$ cat src/rtl/write_decoder_pkg.sv
// Shared types for write_decoder: FIFO state encoding, drop counter width and the write-request payload.
package write_decoder_pkg;

    localparam int unsigned DROP_CNT_W = 16;
    localparam int unsigned REQ_ADDR_W = 5;
    localparam int unsigned REQ_DATA_W = 64;

    typedef enum logic [1:0] {
        EMPTY = 2'd0,
        ONE   = 2'd1,
        FULL  = 2'd2
    } fifo_state_e;

    typedef struct packed {
        logic [REQ_ADDR_W-1:0] addr;
        logic [REQ_DATA_W-1:0] data;
    } wr_req_t;

endpackage

$ cat src/rtl/write_decoder_recursive.sv
// Structural one-hot decoder built from not/and gates; the MSB picks a half, recursing down to a 1-to-2 leaf.
// Present only when GATE_DECODER_EN is defined.
`ifdef GATE_DECODER_EN
module decoder_recursive #(
    parameter int unsigned WIDTH = 32,
    parameter int unsigned DELAY = 50
) (
    input  logic [$clog2(WIDTH)-1:0] sel,
    input  logic                     en,
    output logic [WIDTH-1:0]         out
);

    localparam int unsigned SEL_W = $clog2(WIDTH);

    logic sel_msb_n;

    not #(DELAY) u_not_msb (sel_msb_n, sel[SEL_W-1]);

    if (WIDTH == 2) begin : g_leaf
        and #(DELAY) u_and_lo (out[0], en, sel_msb_n);
        and #(DELAY) u_and_hi (out[1], en, sel[0]);
    end else begin : g_split
        logic en_lo;
        logic en_hi;

        // Each level adds one AND; the inverters of all levels switch in parallel.
        and #(DELAY) u_and_lo (en_lo, en, sel_msb_n);
        and #(DELAY) u_and_hi (en_hi, en, sel[SEL_W-1]);

        decoder_recursive #(.WIDTH(WIDTH / 2), .DELAY(DELAY)) u_lo (
            .sel (sel[SEL_W-2:0]),
            .en  (en_lo),
            .out (out[WIDTH/2-1:0])
        );

        decoder_recursive #(.WIDTH(WIDTH / 2), .DELAY(DELAY)) u_hi (
            .sel (sel[SEL_W-2:0]),
            .en  (en_hi),
            .out (out[WIDTH-1:WIDTH/2])
        );
    end

endmodule
`endif

$ cat src/rtl/write_decoder.sv
// Register write decoder: valid/ready request into a 2-entry skid FIFO, head decoded to a one-hot write enable.
// GATE_DECODER_EN selects the structural gate-level decoder instead of the behavioural shift.
module write_decoder
    import write_decoder_pkg::*;
#(
    parameter int unsigned WIDTH    = 32,
    parameter int unsigned DATA_W   = 64,
    parameter int unsigned ZERO_REG = 31,
    parameter int unsigned DELAY    = 50
) (
    input  logic                     clk,
    input  logic                     reset_n,
    input  logic                     in_valid,
    output logic                     in_ready,
    input  logic [$clog2(WIDTH)-1:0] in_addr,
    input  logic [DATA_W-1:0]        in_data,
    output logic                     out_valid,
    input  logic                     out_ready,
    output logic [WIDTH-1:0]         wr_en,
    output logic [$clog2(WIDTH)-1:0] wr_addr,
    output logic [DATA_W-1:0]        wr_data,
    output logic [DROP_CNT_W-1:0]    drop_count,
    output logic                     busy
);

    localparam int unsigned ADDR_W = $clog2(WIDTH);

    if (WIDTH < 2 || (WIDTH & (WIDTH - 1)) != 0) begin : g_bad_width
        $error("write_decoder: WIDTH must be a power of two >= 2");
    end
    if (ADDR_W > REQ_ADDR_W || DATA_W > REQ_DATA_W) begin : g_bad_payload
        $error("write_decoder: WIDTH/DATA_W exceed the request payload fields");
    end
    if (DELAY > 100000) begin : g_bad_delay
        $error("write_decoder: DELAY is not a plausible gate delay");
    end

    fifo_state_e             state_q, state_d;
    wr_req_t                 head_q, head_d;
    wr_req_t                 skid_q, skid_d;
    wr_req_t                 req;
    logic                    in_ready_q, in_ready_d;
    logic [DROP_CNT_W-1:0]   drop_count_q, drop_count_d;
    logic                    accept;
    logic                    is_zero;
    logic                    push;
    logic                    pop;

    // State, payload and counter registers; reset discards any held entries at once.
    always_ff @(posedge clk or negedge reset_n) begin
        if (!reset_n) begin
            state_q      <= EMPTY;
            head_q       <= '0;
            skid_q       <= '0;
            in_ready_q   <= 1'b1;
            drop_count_q <= '0;
        end else begin
            state_q      <= state_d;
            head_q       <= head_d;
            skid_q       <= skid_d;
            in_ready_q   <= in_ready_d;
            drop_count_q <= drop_count_d;
        end
    end

    // Next-state: handshakes, zero-register drop and FIFO movement.
    always_comb begin
        state_d      = state_q;
        head_d       = head_q;
        skid_d       = skid_q;
        drop_count_d = drop_count_q;

        req.addr = REQ_ADDR_W'(in_addr);
        req.data = REQ_DATA_W'(in_data);

        is_zero = (ZERO_REG < WIDTH) && (32'(in_addr) == ZERO_REG);
        accept  = in_valid && in_ready_q;
        push    = accept && !is_zero;
        pop     = (state_q != EMPTY) && out_ready;

        if (accept && is_zero && (drop_count_q != '1)) begin
            drop_count_d = drop_count_q + DROP_CNT_W'(1);
        end

        unique case (state_q)
            EMPTY: begin
                if (push) begin
                    head_d  = req;
                    state_d = ONE;
                end
            end
            ONE: begin
                unique case ({push, pop})
                    2'b10: begin
                        skid_d  = req;
                        state_d = FULL;
                    end
                    2'b01:   state_d = EMPTY;
                    2'b11:   head_d  = req;
                    default: state_d = ONE;
                endcase
            end
            FULL: begin
                if (pop) begin
                    head_d  = skid_q;
                    state_d = ONE;
                end
            end
            default: state_d = EMPTY;
        endcase

        in_ready_d = (state_d != FULL);
    end

    assign in_ready   = in_ready_q;
    assign out_valid  = (state_q != EMPTY);
    assign busy       = out_valid;
    assign wr_addr    = head_q.addr[ADDR_W-1:0];
    assign wr_data    = head_q.data[DATA_W-1:0];
    assign drop_count = drop_count_q;

`ifdef GATE_DECODER_EN
    // out_valid doubles as the decoder enable, so wr_en is zero whenever the FIFO is empty.
    decoder_recursive #(.WIDTH(WIDTH), .DELAY(DELAY)) u_decoder (
        .sel (wr_addr),
        .en  (out_valid),
        .out (wr_en)
    );
`else
    assign wr_en = out_valid ? (WIDTH'(1) << wr_addr) : '0;
`endif

endmodule

$ cat config.mk
export PLATFORM = sky130hd
export DESIGN_NAME = write_decoder
export DESIGN_NICKNAME = d
export VERILOG_FILES = /design/src/rtl/write_decoder_pkg.sv /design/src/rtl/write_decoder_recursive.sv /design/src/rtl/write_decoder.sv
export SDC_FILE = /design/constraint.sdc
export NUM_CORES = 1
export LEC_CHECK = 0
export CORE_MARGIN = 1
export CORE_UTILIZATION = 49
export DETAILED_ROUTE_END_ITERATION = 10
export GPL_ROUTABILITY_DRIVEN = 0
export PLACE_DENSITY = 0.8
export SYNTH_ARGS = -nofsm -noshare
export SYNTH_HDL_FRONTEND = slang
export SYNTH_SLANG_ARGS = --single-unit
$ cat constraint.sdc
create_clock -name clk -period 2.5 [get_ports clk]
set_clock_uncertainty 0.15 [all_clocks]
set_input_delay 0.75 -clock clk [delete_from_list [all_inputs] [get_ports clk]]
set_output_delay 0.75 -clock clk [all_outputs]
set_load 0.02 [all_outputs]
==> results.toml, run 1 <==
[detailed_routing]
via_per_inst = 5.28
drtIter0Drc = 392
remaining_drc_errors = 0
wl_per_cell_um = 16.7
vias = 5640
highest_layer = "met4"
dr_wl_met2_mm = 9.27
wl_met1_mm = 7.37
drt_pass1_iterations = 4
ant_nets = 0
met3WireLength_um = 867
wl_mm = 17.8

[sta]
final.period_utilization_pct = 99.8
max_slew.worst_pin.slew_ps = 675
final-hold-violation-count = 0
rsz0062_at_grt = "true"
slew_viol_final = 0
whs_ps = 135
fmax_ghz = 0.401
setup_violations = 0
min_period_ps = 2500
maxSlewHeadroom_pct = 55.0

[clock_tree]
clock_sinks = 157
cts_tree = "yes"
cts.path.max_buffers = 2
cts-root-buf = "clkbuf_16"
htreeDepth = 4
cts_hold_buffers = 0
cts_buffers = 17
clkLatencyLatePin_ps = 420
path_clk_slew_ps = 60

[worst_setup_path]
cp_top_family = "simple AND/OR/NAND/NOR gates"
crit_type = "flop to primary output"
crit_arrival_ps = 1600
critPathBufInv = 1
cp_slowest_cell = "or3_4"
required_ps = 1600
cp_max_fo = 8
worst_setup_path_start_kind = "flop"
crit_chain = "nor2_4 -> or3_4 -> nor2_1 -> buf_4"
cp-end-kind = "primary output"
max_stage_delay_ps = 410

[final_layout]
fin_nets = 946
diodes = 0
nFillCells = 990
syn_to_final_growth_pct = 41.4
fin_area_mm2 = 0.0102
drive_above_1_share_pct = 28.2
instances_no_fill = 1069
final_core_util_pct = 70.6

[grt]
grt_pass1_wl_mm = 28.6
grt_pass1_vias = 5773
grt_overflow_total = 0
grt_usage_pct = 24.7
grt_max_degree = 58
antenna_found_initial = 0

[floorplanning]
coreArea_mm2 = 0.0145
rows = 44
die_x_um = 124
io_pins = 193
start_util_pct = 50.0
die_area_mm2 = 0.0153
die_y_um = 124

[power_and_ir_drop]
net-switching-power_mw = 3.98
swShare_pct = 33.9
clkPwrFrac_pct = 21.3
ir_drop_uv = 735
seqPwrFrac_pct = 37.4
intPower_mw = 7.78
power_frac_comb_pct = 41.3
leakagePower_nw = 4.65
power.density_mw_per_mm2 = 1150

[logic_synthesis]
synthArstFlopShare_pct = 100
synth-seq-area-share_pct = 54.3
ys.flop_type = "dfrtp_1"
syn_inst = 657
ys_seq_elements = 157
ys_warn_count = 0
syn-num-nets = 731
syn-cell-area_mm2 = 0.00723
synth-edff-count = 0
avgSynthCellArea_um2 = 11.0
synth_cell_types = 39

[outcome]
outcome = "finished, final reports clean"

[placed_design]
port_buffers = 192
dp.cells = 1032
hpwl_mm = 12.2
dpl-instance-area_mm2 = 0.00958

[hold_path]
hp-class = "input port to async pin"

[flow_run]
max_cap_violations = 0
## sequential cells by signal (all words and copies together), names as in the netlist
| name | cells |
|---|---|
| wr_addr | 5 |
| wr_data | 64 |
| skid_q | 69 |
| state_q | 2 |
| drop_count | 16 |
| in_ready | 1 |
## synthesized netlist by cell type, types with 3 or more instances
master    number  area share (%)
or3b_2         3            0.36
nand3_1        6            0.42
dfrtp_1      156              54
mux2_1        37             5.8
nand4_1        3            0.26
buf_4          3            0.31
buf_2         15             1.0
mux2_2       102              16
inv_1          3            0.16
nand3b_1       5            0.52
nor2_1        38             2.0
nor4_2         5            0.86
xor2_1        14             1.7
clkbuf_1      15            0.78
nor4_1         3            0.26
buf_6          3            0.47
or3_1          4            0.35
nor3_1         3            0.21
nand2_1      216              11
## cell usage in the layout, fill, tap and decap left out, types with 2 or more instances in the layout
cell,count
buf_12,7
buf_2,6
buf_4,50
buf_6,10
bufinv_16,2
clkbuf_16,17
clkbuf_8,2
clkdlybuf4s50_1,153
clkinv_2,8
clkinvlp_4,3
dfrtp_1,155
dlygate4sd2_1,3
dlymetal6s2s_1,3
inv_1,2
mux2_1,37
mux2_2,102
nand2_1,214
nand2_2,3
nand3_1,5
nand3b_1,5
nand4_1,3
nor2_1,26
nor2_2,7
nor2_4,5
nor3_1,3
nor4_1,2
nor4_2,6
nor4b_2,2
or3_1,2
or3_4,2
or3b_4,2
xor2_1,14
## kinds of logic after synthesis
logic type               count (synthesis)  synth area share, %
buffers and inverters                   39                 2.75
multiplexers                           140                 21.8
flip-flops                             157                 54.3
adder cells (fa/ha/maj)                  1                0.173
AO/OA/AOI/OAI                            6                0.796
AND/OR/NAND/NOR                        299                 18.4
XOR/XNOR                                15                 1.82
## final timing paths
| check | to | from | cells after the start | slack (ps) |
|---|---|---|---|---|
| max | wr_en[6] | state_q[0] | 4 | 4 |
| min | wr_data[61] | reset_n | 1 | 140 |
| max reg2reg | wr_data[55] | state_q[1] | 6 | 270 |
| min reg2reg | wr_data[21] | wr_data[21] | 1 | 340 |
| max in group asynchronous | skid_q[14] | reset_n | 2 | 1450 |
| min in group clk | wr_data[21] | wr_data[21] | 1 | 340 |
## power groups by stage
| stage | clock, mW | combinational, mW | sequential [mW] |
|---|---|---|---|
| 2_1_floorplan | 0 | 1.89 | 5.01 |
| 3_3_place_gp | 0 | 4.57 | 4.33 |
| 3_5_place_dp | 0 | 4.72 | 4.41 |
| 4_1_cts | 2.54 | 4.79 | 4.40 |
| 5_1_grt | 2.67 | 5.19 | 4.53 |
| 6_report | 2.51 | 4.86 | 4.40 |
## per-layer routing
layer | GRT usage, % | vias up
li1 | - | 2617
met1 | 29.2 | 2822
met2 | 42.9 | 174
met3 | 6.04 | 27
met4 | 10.1 | 0
met5 | 0 | -
## cell type report
cell class,count,area (um^2),share of cell area (%)
tap,184,230,2.25
sequential,157,3930,38.4
inverter,3,11.3,0.110
timing repair buffer,232,2250,22.0
multi-input combinational,461,3220,31.5
clock buffer,19,453,4.43
clock inverter,13,123,1.20
## through the flow
| stage | setup TNS, ps | setup slack (ps) | power [mW] |
|---|---|---|---|
| 5_1_grt | -696 | -71.0 | 12.4 |
| 3_5_place_dp | -36750 | -302 | 9.13 |
| 4_1_cts | -86.0 | -32.5 | 11.7 |
| 3_3_place_gp | -31450 | -264 | 8.90 |
| 2_1_floorplan | 0 | 225 | 6.90 |
| 6_report | 0 | 4.13 | 11.8 |
## what timing repair did
action                     4_1_cts  5_1_grt
buffers inserted                 3        2
setup endpoints to repair       35       34
resized for setup              151       45
pin swaps                        2        8
gates cloned                     0        0
hold endpoints to repair         0        0
Note: power is estimated with default switching activity, not from simulation.
==> run 2, diff against run 1 <==
- MAX_ROUTING_LAYER: not set -> met4
==> run 2 against run 1 <==
Combinational power barely moved. Cell count did not move. Final area did not move. Non-clock buffer count did not move. Core utilization did not move. Register-to-register slack improved by 20 ps. Sequential power barely moved.
==> results.toml, run 2 (synthesis results as in run 1) <==
[worst_setup_path]
worst_setup_path_start_kind = "flop"
cp_max_fo = 8
required_ps = 1600
max_stage_delay_ps = 410
cp_top_family = "simple AND/OR/NAND/NOR gates"
crit_arrival_ps = 1590
cp_slowest_cell = "or3_4"
cp-end-kind = "primary output"
crit_chain = "nor2_4 -> or3_4 -> nor2_1 -> buf_4"
r2r_cells = 6
cp_num_cells = 4
critPathBufInv = 1
crit_type = "flop to primary output"

[final_layout]
register_area_mm2 = 0.00393
diodes = 0
drive_above_1_share_pct = 28.2
multiInputGateArea_mm2 = 0.00322
fin_nets = 946
regMostFlops = "skid_q"
largest_register_ffs = 69
final_cell_mix = "nand2_1 (214), dfrtp_1 (155), clkdlybuf4s50_1 (153), mux2_2 (102), buf_4 (50)"
syn_to_final_growth_pct = 41.4
instances_no_fill = 1069
nFillCells = 990
fin_area_mm2 = 0.0102
final_common_cell = "nand2_1"

[floorplanning]
die_area_mm2 = 0.0153
start_util_pct = 50.0
coreArea_mm2 = 0.0145
die_y_um = 124
rows = 44
io_pins = 193
die_x_um = 124

[detailed_routing]
via_per_inst = 5.29
remaining_drc_errors = 0
drt_pass1_iterations = 4
wl_per_cell_um = 16.7
wl_mm = 17.9
ant_nets = 0
drtIter0Drc = 366
vias = 5658

[placed_design]
port_buffers = 192
dpl-instance-area_mm2 = 0.00958
hpwl_mm = 12.2
preCtsSetupSlack_ps = -302
dp.cells = 1032

[sta]
whs_ps = 131
rsz0062_at_grt = "true"
slew_viol_final = 0
setup_violations = 0
maxSlewHeadroom_pct = 55.4
setup_tns_ps = 0
final.period_utilization_pct = 99.8
fmax_ghz = 0.401
fin_ws_ps = 5.87
final-hold-violation-count = 0
max_slew.worst_pin.slew_ps = 668
min_period_ps = 2490

[clock_tree]
clock_sinks = 157
path_clk_slew_ps = 60
clkLatencyLatePin_ps = 420
htreeDepth = 4
cts.path.max_buffers = 2
cts_tree = "yes"
cts-root-buf = "clkbuf_16"
cts_hold_buffers = 0
cts_buffers = 17

[power_and_ir_drop]
intPower_mw = 7.78
seqPwrFrac_pct = 37.4
clkPwrFrac_pct = 21.3
net-switching-power_mw = 3.99
power.density_mw_per_mm2 = 1150
swShare_pct = 33.9
ir_drop_uv = 735
leakagePower_nw = 4.65
power_frac_comb_pct = 41.3

[hold_path]
hp-class = "input port to async pin"

[grt]
grt_pass1_vias = 5772
grt_pass1_wl_mm = 28.6
antenna_found_initial = 0
grt_usage_pct = 25.5
grt_overflow_total = 0
grt_max_degree = 58

[outcome]
outcome = "finished, final reports clean"

[flow_run]
max_cap_violations = 0
run 2: cell counts in the layout (fill, tap and decap cells not counted):
No cell type changed its count.
run 2: per-stage QoR:
stage / utilization [%] / power, mW
6_report: 70.6 / 11.8
5_1_grt: 70.6 / 12.4
4_1_cts: 69.7 / 11.7
3_5_place_dp: 66.2 / 9.13
2_1_floorplan: - / 6.90
3_3_place_gp: 66.2 / 8.90
run 2: cell type report:
type	instances	share of cell area (%)
multi-input cells	461	31.5
inverters	3	0.110
clock buffers	19	4.43
clock inverters	13	1.20
well taps	184	2.25
repair buffers	232	22.0
flip-flops and latches	157	38.4
run 2: path summary, 6_finish.rpt:
path	from	end	slack (ps)
worst max-delay path	state_q[0]	wr_en[6]	6
worst min-delay path	reset_n	skid_q[53]	130
worst max register to register	state_q[1]	wr_data[55]	290
worst min register to register	wr_data[21]	wr_data[21]	340
max in group asynchronous	reset_n	wr_data[21]	1440
min in group clk	wr_data[21]	wr_data[21]	340
run 2: power by group through the flow:
stage	Combinational (mW)	Sequential (mW)	Clock (mW)
floorplan	1.89	5.01	0
global placement	4.57	4.33	0
detailed placement	4.72	4.41	0
CTS	4.79	4.40	2.54
global route	5.19	4.53	2.67
finish	4.86	4.40	2.50
run 2: metal layers:
metal / vias to the layer above / global-route usage (%) / wire length, um
met5: - / - / 0
met1: 2834 / 29.5 / 7540
met4: 0 / 10.1 / 400
met3: 40 / 5.67 / 725
li1: 2621 / - / -
met2: 163 / 42.9 / 9200
run 2: what timing repair did:
item | CTS | global route
setup buffers | 3 | 2
pin swaps | 2 | 8
endpoints found under the setup margin | 35 | 34
gates resized for setup | 151 | 45
cloned | 0 | 0
